## config.mk

```make
export PLATFORM = sky130hd
export DESIGN_NAME = ss_dmem_arbiter
export DESIGN_NICKNAME = d
export VERILOG_FILES = /design/src/rtl/ss_pkg.sv /design/src/rtl/ss_dmem_slot.sv /design/src/rtl/ss_dmem_arbiter.sv
export SDC_FILE = /design/constraint.sdc
export NUM_CORES = 1
export LEC_CHECK = 0
export BUFFER_PORTS_ARGS = -buffer_cell sky130_fd_sc_hd__buf_2
export CAP_MARGIN = 30
export CORE_ASPECT_RATIO = 2
export CORE_UTILIZATION = 49
export DETAILED_ROUTE_END_ITERATION = 16
export PLACE_DENSITY = 0.8
export SYNTH_ARGS = -nofsm -noshare
export SYNTH_HDL_FRONTEND = slang
export SYNTH_SLANG_ARGS = --single-unit
```

## constraint.sdc

```tcl
create_clock -name clk -period 2.4 [get_ports clk]
set_clock_uncertainty 0.2 [all_clocks]
set_input_delay 0.36 -clock clk [delete_from_list [all_inputs] [get_ports clk]]
set_output_delay 0.36 -clock clk [all_outputs]
set_load 0.02 [all_outputs]
```

## src/rtl/ss_pkg.sv

```systemverilog
// Shared types and constants for the dual-lane data-memory sequencing arbiter.
// Optional store-to-load bypass is controlled by SS_ST_LD_BYPASS_EN (see ss_dmem_arbiter).
package ss_pkg;

  // Widths of the captured slot record; the arbiter defaults its AW/DW to these.
  localparam int SS_AW    = 32;
  localparam int SS_DW    = 32;
  // Byte-offset bits inside a memory word.
  localparam int WORD_OFS = 2;

  typedef enum logic [1:0] {
    IDLE,
    SERV1,
    SERV2,
    DONE
  } state_e;

  // One lane's captured memory request.
  typedef struct packed {
    logic             req;
    logic             we;
    logic [SS_AW-1:0] addr;
    logic [SS_DW-1:0] wdata;
  } slot_t;

  // Clear the byte-offset bits so the memory only ever sees word addresses.
  function automatic logic [SS_AW-1:0] word_align(input logic [SS_AW-1:0] a);
    return a & ~SS_AW'((1 << WORD_OFS) - 1);
  endfunction

endpackage

```

## src/rtl/ss_dmem_slot.sv

```systemverilog
// Per-lane capture register: holds one lane's request for the duration of a bundle.
module ss_dmem_slot
  import ss_pkg::*;
(
  input  logic  clk,
  input  logic  reset,
  input  logic  load_i,
  input  logic  clear_i,
  input  slot_t d_i,
  output slot_t q_o
);

  slot_t slot_q;

  // Capture the lane request on load; clear at end of bundle or on reset.
  // NOTE: sequential state uses <= so every register samples pre-edge values.
  always_ff @(posedge clk) begin
    if (!reset || clear_i) begin
      slot_q <= '0;
    end else if (load_i) begin
      slot_q <= d_i;
    end
  end

  assign q_o = slot_q;

endmodule

```

## src/rtl/ss_dmem_arbiter.sv

```systemverilog
// Shares one data-memory port between the two M-stage lanes. A bundle is
// captured in IDLE, lane 1 is served before lane 2, and the pipeline is
// stalled until both complete. Define SS_ST_LD_BYPASS_EN to let a lane-2 load
// take its data from a same-word lane-1 store instead of a second access.
module ss_dmem_arbiter
  import ss_pkg::*;
#(
  parameter int AW = SS_AW,
  parameter int DW = SS_DW
) (
  input  logic          clk,
  input  logic          reset,
  input  logic          req1,
  input  logic          req2,
  input  logic          we1,
  input  logic          we2,
  input  logic [AW-1:0] addr1,
  input  logic [AW-1:0] addr2,
  input  logic [DW-1:0] wdata1,
  input  logic [DW-1:0] wdata2,
  output logic [DW-1:0] rdata1,
  output logic [DW-1:0] rdata2,
  output logic          done1,
  output logic          done2,
  output logic          stall,
  output logic          mem_req,
  output logic          mem_we,
  output logic [AW-1:0] mem_addr,
  output logic [DW-1:0] mem_wdata,
  input  logic [DW-1:0] mem_rdata,
  input  logic          mem_ack
);

  state_e        state_q;
  slot_t         s1_d, s2_d, s1_q, s2_q;
  logic          capture, release_slots, bypass;
  logic [DW-1:0] rdata1_q, rdata2_q;
  logic          done1_q, done2_q;

  // Slots store word-aligned addresses so comparisons and mem_addr ignore bits [1:0].
  assign s1_d = '{req: req1, we: we1, addr: word_align(SS_AW'(addr1)), wdata: SS_DW'(wdata1)};
  assign s2_d = '{req: req2, we: we2, addr: word_align(SS_AW'(addr2)), wdata: SS_DW'(wdata2)};

  assign capture       = (state_q == IDLE) && (req1 || req2);
  assign release_slots = (state_q == DONE);

  ss_dmem_slot u_slot1 (
    .clk    (clk),
    .reset  (reset),
    .load_i (capture),
    .clear_i(release_slots),
    .d_i    (s1_d),
    .q_o    (s1_q)
  );

  ss_dmem_slot u_slot2 (
    .clk    (clk),
    .reset  (reset),
    .load_i (capture),
    .clear_i(release_slots),
    .d_i    (s2_d),
    .q_o    (s2_q)
  );

`ifdef SS_ST_LD_BYPASS_EN
  // Lane-2 load of the word lane 1 just stored: the store data is the answer.
  assign bypass = s1_q.req && s1_q.we && s2_q.req && !s2_q.we && (s1_q.addr == s2_q.addr);
`else
  assign bypass = 1'b0;
`endif

  // Sequencer: state, per-lane load data and one-cycle completion pulses.
  always_ff @(posedge clk) begin
    if (!reset) begin
      state_q  <= IDLE;
      rdata1_q <= '0;
      rdata2_q <= '0;
      done1_q  <= 1'b0;
      done2_q  <= 1'b0;
    end else begin
      done1_q <= 1'b0;
      done2_q <= 1'b0;
      unique case (state_q)
        IDLE: begin
          if (req1 || req2) state_q <= req1 ? SERV1 : SERV2;
        end
        SERV1: begin
          if (mem_ack) begin
            if (!s1_q.we) rdata1_q <= mem_rdata;
            if (bypass) begin
              rdata2_q <= DW'(s1_q.wdata);
              state_q  <= DONE;
              done1_q  <= 1'b1;
              done2_q  <= 1'b1;
            end else if (s2_q.req) begin
              state_q <= SERV2;
            end else begin
              state_q <= DONE;
              done1_q <= 1'b1;
            end
          end
        end
        SERV2: begin
          if (mem_ack) begin
            if (!s2_q.we) rdata2_q <= mem_rdata;
            state_q <= DONE;
            done1_q <= s1_q.req;
            done2_q <= 1'b1;
          end
        end
        DONE:    state_q <= IDLE;
        default: state_q <= IDLE;
      endcase
    end
  end

  // Memory port driven from the slot being served; quiet in IDLE and DONE.
  // NOTE: every output gets a default first so no latch is inferred.
  always_comb begin
    mem_req   = 1'b0;
    mem_we    = 1'b0;
    mem_addr  = '0;
    mem_wdata = '0;
    if (state_q == SERV1) begin
      mem_req   = 1'b1;
      mem_we    = s1_q.we;
      mem_addr  = AW'(s1_q.addr);
      mem_wdata = DW'(s1_q.wdata);
    end else if (state_q == SERV2) begin
      mem_req   = 1'b1;
      mem_we    = s2_q.we;
      mem_addr  = AW'(s2_q.addr);
      mem_wdata = DW'(s2_q.wdata);
    end
  end

  // Stall is combinational so the issuing bundle freezes in its own cycle.
  assign stall = (state_q == SERV1) || (state_q == SERV2) ||
                 ((state_q == IDLE) && (req1 || req2));

  assign rdata1 = rdata1_q;
  assign rdata2 = rdata2_q;
  assign done1  = done1_q;
  assign done2  = done2_q;

endmodule

```

==> results.sh <==
export IMPL_layout_min_cycle_time_ps=2352
export IMPL_rr_startpoint="state_q[1]"
export IMPL_worstHoldEndpoint="u_slot1.q_o[64]"
export IMPL_cts_made_buffers=17
export IMPL_dp_hpwl_mm=15.07
export IMPL_synth_warnings=0
export IMPL_slew_viol_final=0
export IMPL_ant_nets=0
export IMPL_htreeDepth=4
export IMPL_hold_class="input pin to flop"
export IMPL_core_rowCount=65
export IMPL_clk_latency_ps=430
export IMPL_cts_path_max_buffers=2
export IMPL_wirelength_mm=26.95
export IMPL_critPathCaptureType="output pin"
export IMPL_port_buffer_count=293
export IMPL_fin_crit_sh_pct=98.01
export IMPL_drive_gt1_share_pct=23.68
export IMPL_io_pins=300
export IMPL_place_ws_ps=276.9
export IMPL_status="finished clean"
export IMPL_cp_data_arrival_time_ps=1790
export IMPL_root_buffer="clkbuf_16"
export IMPL_maxCapViolCount=0
export IMPL_grt_max_degree=74
export IMPL_final_cell_mix="nand2_1 (512), buf_2 (273), dfxtp_1 (194), dlygate4sd3_1 (157), a21oi_1 (129)"
export IMPL_initial_utilization_pct=50.18
export IMPL_layout_commonest_cell="nand2_1"
export IMPL_grt_ovfl_total=0
export IMPL_die_w_microns=91.89
export IMPL_cts_setup_buffers=0
export IMPL_clk_pin_slew_ps=70
export IMPL_synth_distinct_cells=28
export IMPL_cp_start_kind="flop"
export IMPL_setup_ws_ps=47.80
export IMPL_synthToLayoutAreaGrowth_pct=48.99
export IMPL_min_path_cells=3
export IMPL_grt_pass1_wl_mm=41.63
export IMPL_fin_area_sq_mm=0.01180
export IMPL_grt_antenna_before_repair=1
export IMPL_finalHoldViolCount=0
export IMPL_grt_pass1_vias=8733
export IMPL_fmax_ghz=0.4251
export IMPL_die_h_microns=181.8
export IMPL_crit_required_ps=1840
export IMPL_syn_cell_area_sq_mm=0.007918
export IMPL_critPathKind="flop to output pin"
export IMPL_ff2ff_setup_slack_ps=320
export IMPL_synth_area_per_cell_sq_um=7.338
export IMPL_rr_endpoint="rdata1[8]"
export IMPL_layout_nets=1654
export IMPL_irDropWorstVdd_mv=0.7238
export IMPL_placed_cell_area_sq_mm=0.009524
export IMPL_yosysTopAreaCell="dfxtp_1"
export IMPL_cts_sinks=196
export IMPL_worstHoldStart="we1"
export IMPL_grt_usage_pct=31.41
export IMPL_syn_inst=1079
export IMPL_first_pass_iters=7
export IMPL_gp_congestion=0.8091
export IMPL_crit_fanout=29
export IMPL_netlist_area_leader_share_pct=49.56
export IMPL_leakagePower_nw=5.122
export IMPL_ys_flop_type="dfxtp_1"
export IMPL_core_area_sq_mm=0.01578
export IMPL_rsz0062_at_grt="true"
export IMPL_vias=8989
export IMPL_die_area_sq_mm=0.01670
export IMPL_powerDensity_mw_per_mm2=1035
export IMPL_synth_edf_count=0
export IMPL_drt_iter0_drc=522
export IMPL_reg2reg_depth=7
export IMPL_ys_ff_latch=196
export IMPL_drcViolationCount=0
export IMPL_synth_async_reset_ratio_pct=0
export IMPL_finalSetupViolCount=0
export IMPL_vias_per_cell=5.297
export IMPL_cts_tree="yes"
export IMPL_detail_route_wl_per_cell_microns=15.88
export IMPL_synth_area_leaders="dfxtp_1 (50%), nand2_1 (24%), a21oi_1 (8.2%)"
export IMPL_ys_seq_area_share_pct=49.56
-- final cells by class --
cell class	count	area, sq um
clock buffers	19	442.9
multi-input cells	795	3631
diodes	1	2.502
fillers	1062	3981
repair buffers	469	3383
well taps	201	251.5
clock inverters	13	147.6
flip-flops and latches	196	3926
inverters	3	11.26
-- how the worst max path moves through the flow --
stage,from,endpoint,slack [ps],cells past startpoint
global route,state_q[0],mem_wdata[25],-20,6
detailed placement,state_q[0],mem_wdata[15],280,6
CTS,state_q[0],mem_addr[30],40,6
floorplan,state_q[0],mem_wdata[10],200,6
global placement,state_q[0],mem_wdata[15],340,6
finish,state_q[0],mem_wdata[25],50,6
-- cell usage after synthesis (3+ instances only) --
master      n
a21boi_0   49
a21boi_1   15
a21oi_1   129
buf_2      24
buf_4       6
buf_6       4
clkbuf_1   50
dfxtp_1   196
ha_1        5
inv_1       3
nand2_1   512
nor2_1      4
o21ai_0    63
-- state kept, by name, summed over array words and instances (netlist names) --
signal,count
done2,1
u_slot2.q_o,64
rdata2,32
u_slot1.q_o,64
done1,1
state_q,2
rdata1,32
-- through the flow --
step	std cells	hold slack (ps)	power [mW]	util (%)	TNS, ps
floorplan	1080	236.6	7.438	-	0
global placement	1506	237.8	8.738	60.36	0
detailed placement	1506	244.7	8.860	60.36	0
CTS	1695	4.137	12.04	74.35	0
global route	1697	40.55	12.89	74.77	-74.20
finish	1697	37.29	12.20	74.77	0
-- report_power, final --
part / switching [mW] / internal (mW)
logic: 3.25 / 1.72
registers: 0.401 / 3.98
clock network: 1.28 / 1.58
total: 4.93 / 7.28
-- kinds of logic after synthesis --
kind of cell,after synthesis,synth area share [%]
compound gates,262,18.96
buf+inv,89,5.262
simple gates,525,25.25
fa+ha+maj,5,0.7901
other cells,1,0.04736
flops,196,49.56
mux,1,0.1264
-- repair_timing --
item,in CTS,in global routing
hold buffers,156,1
resized for setup,9,35
hold endpoints to repair,184,1
endpoints found under the setup margin,11,23
gates cloned,1,0
-- worst max-delay path: stages (launching register included) --
cell,delay [ps]
dfxtp_2,360
inv_2,100
ha_4,220
buf_12,200
nand2_1,90
o21ai_0,200
buf_4,190
-- per-layer routing --
metal	up-vias	wire [microns]	share of wire (%)	global-route usage (%)
li1	4263	-	-	-
met3	128	1756	6.5	7.454
met4	0	1482	5.5	19.50
met1	4134	9436	35	31.29
met5	-	0	0	0
met2	464	14280	53	57.34
(Power assumes the default switching activity.)
